==> src/rtl/axi_stream_dw_upsizer_pkg.sv <==
// Default AXI-Stream struct types for the 8->64 upsizer and its configuration helper.
// Zero-width sideband fields are carried as single-bit fields.
package axi_stream_dw_upsizer_pkg;

  localparam int unsigned DefDataWidthIn  = 8;
  localparam int unsigned DefDataWidthOut = 64;

  typedef struct packed {
    logic [DefDataWidthIn-1:0]     data;
    logic [DefDataWidthIn/8-1:0]   strb;
    logic [DefDataWidthIn/8-1:0]   keep;
    logic                          last;
    logic [0:0]                    id;
    logic [0:0]                    dest;
    logic [0:0]                    user;
  } axis_in_t;

  typedef struct packed {
    logic [DefDataWidthOut-1:0]    data;
    logic [DefDataWidthOut/8-1:0]  strb;
    logic [DefDataWidthOut/8-1:0]  keep;
    logic                          last;
    logic [0:0]                    id;
    logic [0:0]                    dest;
    logic [0:0]                    user;
  } axis_out_t;

  typedef struct packed {
    axis_in_t t;
    logic     tvalid;
  } axis_in_req_t;

  typedef struct packed {
    axis_out_t t;
    logic      tvalid;
  } axis_out_req_t;

  typedef struct packed {
    logic tready;
  } axis_rsp_t;

  function automatic bit width_cfg_ok(input int unsigned dw_in, input int unsigned dw_out);
    return (dw_in > 0) && (dw_out > dw_in) && ((dw_out % dw_in) == 0);
  endfunction

  function automatic int unsigned field_width(input int unsigned w);
    return (w > 0) ? w : 1;
  endfunction

endpackage

==> src/rtl/axi_stream_dw_upsizer.sv <==
// AXI-Stream width upsizer: packs DataWidthOut/DataWidthIn narrow beats little-endian
// into one registered wide word; early tlast or a tid/tdest change closes a word early.
module axi_stream_dw_upsizer
  import axi_stream_dw_upsizer_pkg::*;
#(
  parameter int unsigned DataWidthIn  = 8,
  parameter int unsigned DataWidthOut = 64,
  parameter int unsigned IdWidth      = 0,
  parameter int unsigned DestWidth    = 0,
  parameter int unsigned UserWidth    = 0,
  parameter type axi_stream_in_req_t  = axis_in_req_t,
  parameter type axi_stream_in_rsp_t  = axis_rsp_t,
  parameter type axi_stream_out_req_t = axis_out_req_t,
  parameter type axi_stream_out_rsp_t = axis_rsp_t
) (
  input  logic                clk_i,
  input  logic                rst_ni,
  input  axi_stream_in_req_t  in_req_i,
  output axi_stream_in_rsp_t  in_rsp_o,
  output axi_stream_out_req_t out_req_o,
  input  axi_stream_out_rsp_t out_rsp_i
);

  localparam int unsigned N            = DataWidthOut / DataWidthIn;
  localparam int unsigned CounterWidth = (N > 1) ? $clog2(N) : 1;
  localparam int unsigned StrbIn       = DataWidthIn / 8;

  if (!width_cfg_ok(DataWidthIn, DataWidthOut) ||
      ($bits(in_req_i.t.id)   != field_width(IdWidth))   ||
      ($bits(in_req_i.t.dest) != field_width(DestWidth)) ||
      ($bits(in_req_i.t.user) != field_width(UserWidth))) begin : g_bad_cfg
    $fatal(1, "axi_stream_dw_upsizer: illegal width configuration");
  end

  logic [CounterWidth-1:0] cnt_q;
  axi_stream_out_req_t     acc_q;
  axi_stream_out_req_t     out_q;
  axi_stream_out_req_t     merged_s;
  axi_stream_out_req_t     flush_word_s;
  logic                    mismatch_s;
  logic                    out_free_s;
  logic                    in_ready_s;
  logic                    accept_s;
  logic                    complete_s;
  logic                    flush_s;

  // Handshake decode: a sideband change against a partial word stalls input and forces a flush.
  always_comb begin
    mismatch_s = 1'b0;
    if (in_req_i.tvalid && (cnt_q != '0)) begin
      mismatch_s = (in_req_i.t.id != acc_q.t.id) || (in_req_i.t.dest != acc_q.t.dest);
    end else begin
      mismatch_s = 1'b0;
    end
    out_free_s = !out_q.tvalid || out_rsp_i.tready;
    in_ready_s = out_free_s && !mismatch_s;
    accept_s   = in_req_i.tvalid && in_ready_s;
    complete_s = accept_s && ((cnt_q == CounterWidth'(N - 1)) || in_req_i.t.last);
    flush_s    = mismatch_s && out_free_s;
  end

  // Word candidates: accumulator with the incoming beat merged into lane cnt_q, and the bare flush word.
  always_comb begin
    merged_s = acc_q;
    for (int unsigned k = 0; k < N; k++) begin
      if (cnt_q == CounterWidth'(k)) begin
        merged_s.t.data[k*DataWidthIn +: DataWidthIn] = in_req_i.t.data;
        merged_s.t.strb[k*StrbIn +: StrbIn]           = in_req_i.t.strb;
        merged_s.t.keep[k*StrbIn +: StrbIn]           = in_req_i.t.keep;
      end else begin
        merged_s.t.data[k*DataWidthIn +: DataWidthIn] = acc_q.t.data[k*DataWidthIn +: DataWidthIn];
      end
    end
    // Sideband of a word is taken from its first beat only.
    if (cnt_q == '0) begin
      merged_s.t.id   = in_req_i.t.id;
      merged_s.t.dest = in_req_i.t.dest;
      merged_s.t.user = in_req_i.t.user;
    end else begin
      merged_s.t.id   = acc_q.t.id;
    end
    merged_s.t.last = in_req_i.t.last;
    merged_s.tvalid = 1'b1;

    flush_word_s        = acc_q;
    flush_word_s.t.last = 1'b0;
    flush_word_s.tvalid = 1'b1;
  end

  // Output register, partial-word accumulator and lane counter.
  always_ff @(posedge clk_i or negedge rst_ni) begin
    if (!rst_ni) begin
      out_q <= '0;
      acc_q <= '0;
      cnt_q <= '0;
    end else begin
      if (complete_s) begin
        out_q <= merged_s;
      end else if (flush_s) begin
        out_q <= flush_word_s;
      end else if (out_rsp_i.tready) begin
        out_q.tvalid <= 1'b0;
      end else begin
        out_q <= out_q;
      end

      if (complete_s || flush_s) begin
        acc_q <= '0;
        cnt_q <= '0;
      end else if (accept_s) begin
        acc_q <= merged_s;
        cnt_q <= cnt_q + CounterWidth'(1);
      end else begin
        acc_q <= acc_q;
        cnt_q <= cnt_q;
      end
    end
  end

  // Port mapping.
  always_comb begin
    in_rsp_o        = '0;
    in_rsp_o.tready = in_ready_s;
    out_req_o       = out_q;
  end

endmodule
==> config.mk <==
export PLATFORM = sky130hd
export DESIGN_NAME = axi_stream_dw_upsizer
export DESIGN_NICKNAME = d
export VERILOG_FILES = /design/src/rtl/axi_stream_dw_upsizer_pkg.sv /design/src/rtl/axi_stream_dw_upsizer.sv
export SDC_FILE = /design/constraint.sdc
export NUM_CORES = 1
export LEC_CHECK = 0
export BUFFER_PORTS_ARGS = -buffer_cell sky130_fd_sc_hd__buf_2
export CORE_MARGIN = 1.5
export CORE_UTILIZATION = 57
export DETAILED_ROUTE_END_ITERATION = 12
export PLACE_DENSITY = 0.79
export SYNTH_ARGS = -nofsm -noshare
export SYNTH_HDL_FRONTEND = slang
export SYNTH_SLANG_ARGS = --single-unit
==> constraint.sdc <==
create_clock -name clk_i -period 2.5 [get_ports clk_i]
set_input_delay 0.25 -clock clk_i [delete_from_list [all_inputs] [get_ports clk_i]]
set_output_delay 0.25 -clock clk_i [all_outputs]
set_load 0.005 [all_outputs]
==> flow_metrics.py, run 1 <==
metrics = {
    "placement": {
        "gp_congestion": 0.881,
        "placed_area_um2": 8040,
        "portBuffers": 103,
        "preCtsSetupSlack_ps": -136,
        "place_hpwl_um": 12100,
        "dp_cells": 829,
    },
    "critical_path": {
        "cp_num_buf_inv": 1,
        "cpMaxStageDelayCell": "or4_1",
        "cpPeakStageDelay_ps": 740,
        "cp_common_cell": "ha_1",
        "cp_top_family": "simple AND/OR/NAND/NOR gates",
        "cp-start-kind": "flop",
        "worst-setup-path-type": "flop to flop",
        "crit_fanout": 13,
        "crit_required_ps": 2810,
        "crit_arrival_ps": 2680,
        "endpoint_kind": "flop",
        "worstPathCellList": "ha_1 > ha_1 > nor2_1 > buf_4 > or4_1 > o221a_2",
    },
    "grt": {
        "grt_first_pass_wirelength_um": 30300,
        "overflow": 0,
        "grt_max_degree": 63,
        "grt_usage": 0.300,
        "grt_pass1_vias": 5679,
        "antenna_found_initial": 0,
    },
    "sta": {
        "final_max_slew_viol_count": 0,
        "finalSetupViolations": 0,
        "fin_skew_ps": 7.08,
        "setup_slack_ps": 135,
        "worstMarginPinSlew_ps": 706,
        "period_needed_ps": 2370,
        "fin_crit_sh": 0.946,
        "fmax_mhz": 423,
        "rsz0062_at_grt": "yes",
        "finalHoldViolations": 0,
        "maxSlewHeadroom": 0.530,
    },
    "finish": {
        "n_antenna_cell": 0,
        "n_fill_cell": 910,
        "final_area_um2": 8730,
        "drive_above_1_share": 0.364,
        "utilization": 0.695,
        "nets": 701,
        "fin_cells": 861,
        "area_delta_synth_final_pct": 19.7,
    },
    "route": {
        "totalWireLength_um": 19200,
        "post-route-drc-count": 0,
        "wl_per_cell_um": 22.3,
        "ant_nets": 0,
        "vias": 5529,
        "drt-initial-drc-count": 580,
        "vias_per_cell": 6.42,
        "dr.pass1.iters": 6,
    },
    "yosys": {
        "synth_common_cells": "dfrtp_1, a22o_1, o221a_2",
        "synthSimpleGateAreaFrac": 0.101,
        "seq_area_frac_synth": 0.587,
        "yosys.area_share.adder": 0.0103,
        "synthXorXnorAreaFrac": 0.00446,
        "synth_flop_cell": "dfrtp_1",
        "synth_compound_area_frac": 0.245,
        "ys_types": 43,
        "syn-num-nets": 597,
        "ys_async_sr_fraction": 1.00,
        "syn_area_um2": 7290,
        "synthMuxAreaShare": 0,
        "synthCells": 573,
        "synth_most_common_cell": "dfrtp_1",
        "synth_area_leader_cell": "dfrtp_1",
        "synth_edf_count": 0,
        "syn_area_per_cell_um2": 12.7,
        "ys_ff_latch": 171,
        "synth_top_family_by_area": "compound AO/OA/AOI/OAI gates",
        "synth.top_cell.area_share": 0.587,
        "yosys_warnings": 0,
        "synth_area_leaders": "dfrtp_1, o221a_2, a22o_1, or3_1, inv_1",
    },
    "power_and_ir_drop": {
        "swShare": 0.325,
        "clkPwrFrac": 0.254,
        "leakagePower_nw": 4.11,
        "peakVddDrop_uv": 577,
        "internal_power_mw": 7.39,
        "power-per-cell-area_nw_per_um2": 1250,
        "seqPwrFrac": 0.387,
        "power_switching_mw": 3.56,
        "p_total_mw": 10.9,
        "pwr-share-comb": 0.359,
    },
    "clocking": {
        "numCtsBuffers": 17,
        "cts_tree": "done",
        "post_cts_buffers": 0,
        "numClockSinks": 171,
        "clk_latency_ps": 430,
        "cts.clk_slew.worst_paths_ps": 60,
        "cts-root-buf": "clkbuf_16",
        "cts_buffer_depth": 2,
        "cts.htree.levels": 4,
    },
    "die": {
        "die_area_um2": 13500,
        "die_h_um": 116,
        "die_w_um": 116,
        "io-pin-count": 104,
        "row_count": 41,
        "initial_core_util": 0.580,
        "core-area_um2": 12600,
    },
    "hold_path": {
        "hp-class": "primary input to flop",
    },
    "flow_run": {
        "cap_violations": 0,
    },
    "outcome": {
        "status": "complete, no violations",
    },
}
-- routing by layer --
layer / GRT usage / vias to the layer above / wire length (um)
met4: 0.154 / 0 / 498
met3: 0.0628 / 40 / 1300
met1: 0.397 / 2806 / 7870
met5: 0 / - / 0
li1: - / 2415 / -
met2: 0.475 / 268 / 9510
-- per-stage QoR --
step | hold slack, ps | setup TNS (ps)
4_1_cts | 59.7 | 0
6_report | 68.9 | 0
2_1_floorplan | -45.6 | 0
5_1_grt | 66.6 | -793
3_3_place_gp | 262 | 0
3_5_place_dp | 268 | -868
-- cell families (layout without fill, tap and decap cells) --
kind of cell | after synthesis | after routing
compound gates | 182 | 182
flops | 171 | 171
simple gates | 116 | 116
buf+inv | 96 | 212
fa+ha+maj | 6 | 6
xor+xnor | 2 | 2
-- worst reg2reg max path: cells and delay by family, from the launching register on --
family | cells | cell delay, ps
simple gates | 2 | 860
fa+ha+maj | 2 | 430
flops | 1 | 380
compound gates | 1 | 370
buf+inv | 1 | 210
-- path summary, 6_finish.rpt --
check	slack (ps)	depth (start not counted)	from	to
setup / recovery	130	6	cnt_q[1]$_DFFE_PN0P_	out_req_o[59]$_DFFE_PN0P_
hold / removal	70	2	in_req_i[1]	acc_q[1]$_DFFE_PN0P_
setup reg to reg	130	6	cnt_q[1]$_DFFE_PN0P_	out_req_o[59]$_DFFE_PN0P_
hold reg to reg	500	1	acc_q[84]$_DFFE_PN0P_	acc_q[84]$_DFFE_PN0P_
max in group asynchronous	1400	3	rst_ni	out_req_o[45]$_DFFE_PN0P_
min in group asynchronous	380	2	rst_ni	out_req_o[63]$_DFFE_PN0P_
-- cell type report --
| class | instances | area (um^2) | share of cell area |
|---|---|---|---|
| repair buffers | 127 | 733 | 0.0840 |
| inverters | 54 | 203 | 0.0232 |
| well taps | 172 | 215 | 0.0246 |
| flip-flops and latches | 171 | 4280 | 0.490 |
| multi-input cells | 306 | 2680 | 0.307 |
| clock buffers | 23 | 478 | 0.0547 |
| clock inverters | 8 | 140 | 0.0161 |
-- state kept, by name, summed over array words and instances (netlist names) --
name	cells
out_req_o	85
acc_q	83
cnt_q	3
-- layout by cell type (no fill, tap or decap), types with 4 or more instances in the layout --
| cell type | n |
|---|---|
| a21oi_2 | 4 |
| a222oi_1 | 20 |
| a22o_1 | 73 |
| and2_1 | 10 |
| buf_2 | 102 |
| buf_4 | 20 |
| bufinv_16 | 4 |
| clkbuf_16 | 17 |
| clkinv_2 | 4 |
| dfrtp_1 | 171 |
| ha_1 | 6 |
| inv_1 | 54 |
| nand2_1 | 13 |
| nand3_1 | 13 |
| nand3_2 | 4 |
| nor4_2 | 5 |
| o221a_2 | 63 |
| o31ai_2 | 4 |
| or3_1 | 52 |
-- power by group through the flow --
stage | Clock [mW] | Combinational (mW) | Sequential [mW]
6_report | 2.78 | 3.93 | 4.24
5_1_grt | 2.91 | 4.29 | 4.33
4_1_cts | 2.79 | 3.87 | 4.24
3_5_place_dp | 0 | 3.81 | 4.26
3_3_place_gp | 0 | 3.69 | 4.23
2_1_floorplan | 0 | 2.37 | 4.21
-- repair_timing --
| action | 4_1_cts | 5_1_grt |
|---|---|---|
| endpoints found under the hold margin | 58 | 0 |
| endpoints found under the setup margin | 30 | 90 |
| hold buffers | 1 | 0 |
| gates resized for setup | 3 | 12 |
No activity file was read; power rests on OpenSTA's default activity.
==> inputs of run 2 (changes only) <==
--- a/config.mk
+++ b/config.mk
@@ -5,11 +5,12 @@
 export SDC_FILE = /design/constraint.sdc
 export NUM_CORES = 1
 export LEC_CHECK = 0
+export ABC_AREA = 1
 export BUFFER_PORTS_ARGS = -buffer_cell sky130_fd_sc_hd__buf_2
-export CORE_MARGIN = 1.5
-export CORE_UTILIZATION = 57
+export CORE_MARGIN = 10
+export CORE_UTILIZATION = 50
 export DETAILED_ROUTE_END_ITERATION = 12
-export PLACE_DENSITY = 0.79
+export PLACE_DENSITY = 0.7
 export SYNTH_ARGS = -nofsm -noshare
 export SYNTH_HDL_FRONTEND = slang
 export SYNTH_SLANG_ARGS = --single-unit
==> run 2 against run 1 <==
Effect of this change:
- utilization down 12 points
- via count up 54%
- largest cell class unchanged
- largest power group unchanged
- total power up 4.8%
- first-iteration DRC count up 38%
- global-route usage down 7.9 points
- hold slack better by 38 ps
- clock power down 5%
==> flow_metrics.py, run 2 <==
metrics = {
    "critical_path": {
        "worst-setup-path-type": "flop to primary output",
        "r2r-start": "cnt_q[0]$_DFFE_PN0P_",
        "ff2ff_setup_slack_ps": 390,
        "critPathLaunch": "cnt_q[0]$_DFFE_PN0P_",
        "r2r_end": "out_req_o[58]$_DFFE_PN0P_",
        "crit_fanout": 37,
        "r2r_cells": 11,
        "cp-start-kind": "flop",
        "crit_required_ps": 2250,
        "endpoint_kind": "primary output",
        "crit_arrival_ps": 1970,
        "crit_end": "in_rsp_o",
    },
    "die": {
        "die_h_um": 155,
        "io-pin-count": 104,
        "die_w_um": 155,
        "core-area_um2": 17900,
        "row_count": 49,
        "initial_core_util": 0.506,
        "die_area_um2": 23900,
    },
    "clocking": {
        "post_cts_buffers": 0,
        "cts_tree": "done",
        "clk_latency_ps": 430,
        "cts.clk_slew.worst_paths_ps": 70,
        "cts.htree.levels": 4,
        "numCtsBuffers": 17,
        "cts_hold_buf": 1,
        "numClockSinks": 171,
        "cts_buffer_depth": 2,
        "cts_resized": 0,
        "cts-root-buf": "clkbuf_16",
    },
    "placement": {
        "place_hpwl_um": 15300,
        "gp_congestion": 0.805,
        "placed_area_um2": 9720,
        "preCtsSetupSlack_ps": 423,
        "dp_cells": 1423,
        "portBuffers": 103,
    },
    "power_and_ir_drop": {
        "swShare": 0.405,
        "power-per-cell-area_nw_per_um2": 1110,
        "power_switching_mw": 4.64,
        "seqPwrFrac": 0.385,
        "pwr-share-comb": 0.385,
        "leakagePower_nw": 5.29,
        "p_total_mw": 11.5,
        "peakVddDrop_uv": 572,
        "internal_power_mw": 6.83,
        "clkPwrFrac": 0.230,
    },
    "finish": {
        "largest_register_ffs": 85,
        "fin_cells": 1457,
        "n_fill_cell": 1670,
        "final_area_um2": 10300,
        "layout_commonest_cell": "nand2_1",
        "layout_common_cells": "nand2_1, nand3_1, dfrtp_1",
        "nets": 1238,
        "drive_above_1_share": 0.136,
        "area_delta_synth_final_pct": 13.8,
    },
    "grt": {
        "met1_usage": 0.296,
        "use_met3": 0.0535,
        "grt_usage": 0.222,
        "grt_max_degree": 84,
        "overflow": 0,
        "grt_pass1_vias": 8262,
        "use_met2": 0.351,
        "grt-busiest-layer": "met2",
        "grt_first_pass_wirelength_um": 44000,
        "antenna_found_initial": 1,
    },
    "route": {
        "post-route-drc-count": 0,
        "vias": 8530,
        "ant_nets": 0,
        "wl_per_cell_um": 18.6,
        "drt-initial-drc-count": 801,
        "dr.pass1.iters": 5,
        "vias_per_cell": 5.85,
        "totalWireLength_um": 27000,
    },
    "sta": {
        "rsz0062_at_grt": "no",
        "worstMarginPinSlew_ps": 724,
        "fin_crit_sh": 0.889,
        "maxSlewHeadroom": 0.516,
        "fmax_mhz": 450,
        "setup_slack_ps": 278,
        "final_max_slew_viol_count": 0,
        "finalHoldViolations": 0,
        "setup_tns_ps": 0,
        "finalSetupViolations": 0,
        "period_needed_ps": 2220,
        "fin_skew_ps": 7.77,
    },
    "yosys": {
        "synth.top_cell.area_share": 0.472,
        "synth_flop_cell": "dfrtp_1",
        "ys_types": 24,
        "ys_async_sr_fraction": 1.00,
        "seq_area_frac_synth": 0.472,
        "synthCells": 1176,
        "syn_area_um2": 9060,
        "synth_common_cells": "nand2_1, nand3_1, dfrtp_1",
        "synth_area_leaders": "dfrtp_1, nand2_1, nand3_1, nand4_1, and2_1",
        "synth_area_leader_cell": "dfrtp_1",
        "synth_most_common_cell": "nand2_1",
        "syn-num-nets": 1200,
        "ys_ff_latch": 171,
        "synth_edf_count": 0,
        "syn_area_per_cell_um2": 7.71,
        "yosys_warnings": 0,
    },
    "flow_run": {
        "cap_violations": 0,
    },
    "hold_path": {
        "hp-class": "primary input to flop",
    },
    "outcome": {
        "status": "complete, no violations",
    },
}
[run 2: cell types whose count changed after synthesis, moves of 52 or more]
| cell | delta |
|---|---|
| nand2_1 | +334 |
| nand3_1 | +218 |
| nand4_1 | +82 |
| a22o_1 | -73 |
| o21ai_0 | +63 |
| o221a_2 | -63 |
| and2_1 | +53 |
| or3_1 | -52 |
[run 2: worst min-delay path by stage]
stage,from,to,slack (ps),cells after the start
6_report,in_req_i[4],out_req_o[4]$_DFFE_PN0P_,110,3
5_1_grt,in_req_i[4],out_req_o[4]$_DFFE_PN0P_,110,3
4_1_cts,in_req_i[4],out_req_o[4]$_DFFE_PN0P_,100,3
3_5_place_dp,rst_ni,acc_q[29]$_DFFE_PN0P_,220,1
3_3_place_gp,rst_ni,out_req_o[29]$_DFFE_PN0P_,240,1
2_1_floorplan,rst_ni,acc_q[10]$_DFFE_PN0P_,-50,0
[run 2: worst max-delay path, stage by stage (launching register included)]
cell     delay, ps
dfrtp_1        420
inv_1          100
ha_1           210
nand2_4         60
inv_2           80
nor2_4          50
a21oi_4        200
buf_12         250
buf_2          150
[run 2: area by class of cell]
| class | count | area (um^2) | share of cell area |
|---|---|---|---|
| flip-flops and latches | 171 | 4280 | 0.415 |
| multi-input cells | 871 | 4230 | 0.411 |
| repair buffers | 127 | 830 | 0.0804 |
| clock buffers | 22 | 464 | 0.0450 |
| well taps | 229 | 287 | 0.0278 |
| clock inverters | 10 | 116 | 0.0113 |
| inverters | 26 | 100 | 0.00971 |
| diodes | 1 | 2.50 | 0.000243 |
[run 2: layer usage]
layer | wire length (um) | up-vias | share of wire
met5 | 0 | - | 0
met4 | 384 | 0 | 0.014
met3 | 2090 | 29 | 0.077
met2 | 12700 | 358 | 0.47
met1 | 11800 | 4114 | 0.44
li1 | - | 4029 | -
[run 2: power by group through the flow]
stage | clock network [mW] | registers [mW] | logic (mW)
final | 2.64 | 4.42 | 4.41
after global routing | 2.81 | 4.54 | 4.96
after CTS | 2.67 | 4.41 | 4.43
after detailed placement | 0 | 4.45 | 4.40
after global placement | 0 | 4.43 | 4.31
after floorplan | 0 | 4.34 | 2.91
[run 2: cells by family (layout without fill, tap and decap cells)]
family / Yosys count / after routing / synth area share
adders and majority gates: 6 / 6 / 0.00828
DFF: 171 / 171 / 0.472
AOI/OAI and AO/OA: 88 / 88 / 0.0490
other: 0 / 1 / 0
and+or+nand+nor: 777 / 777 / 0.408
buffers and inverters: 134 / 185 / 0.0627
[run 2: stage by stage]
stage | hold slack, ps | utilization
after detailed placement | 225 | 0.543
after global placement | 236 | 0.543
after floorplan | -45.6 | -
after global routing | 112 | 0.576
final | 107 | 0.576
after CTS | 98.7 | 0.576
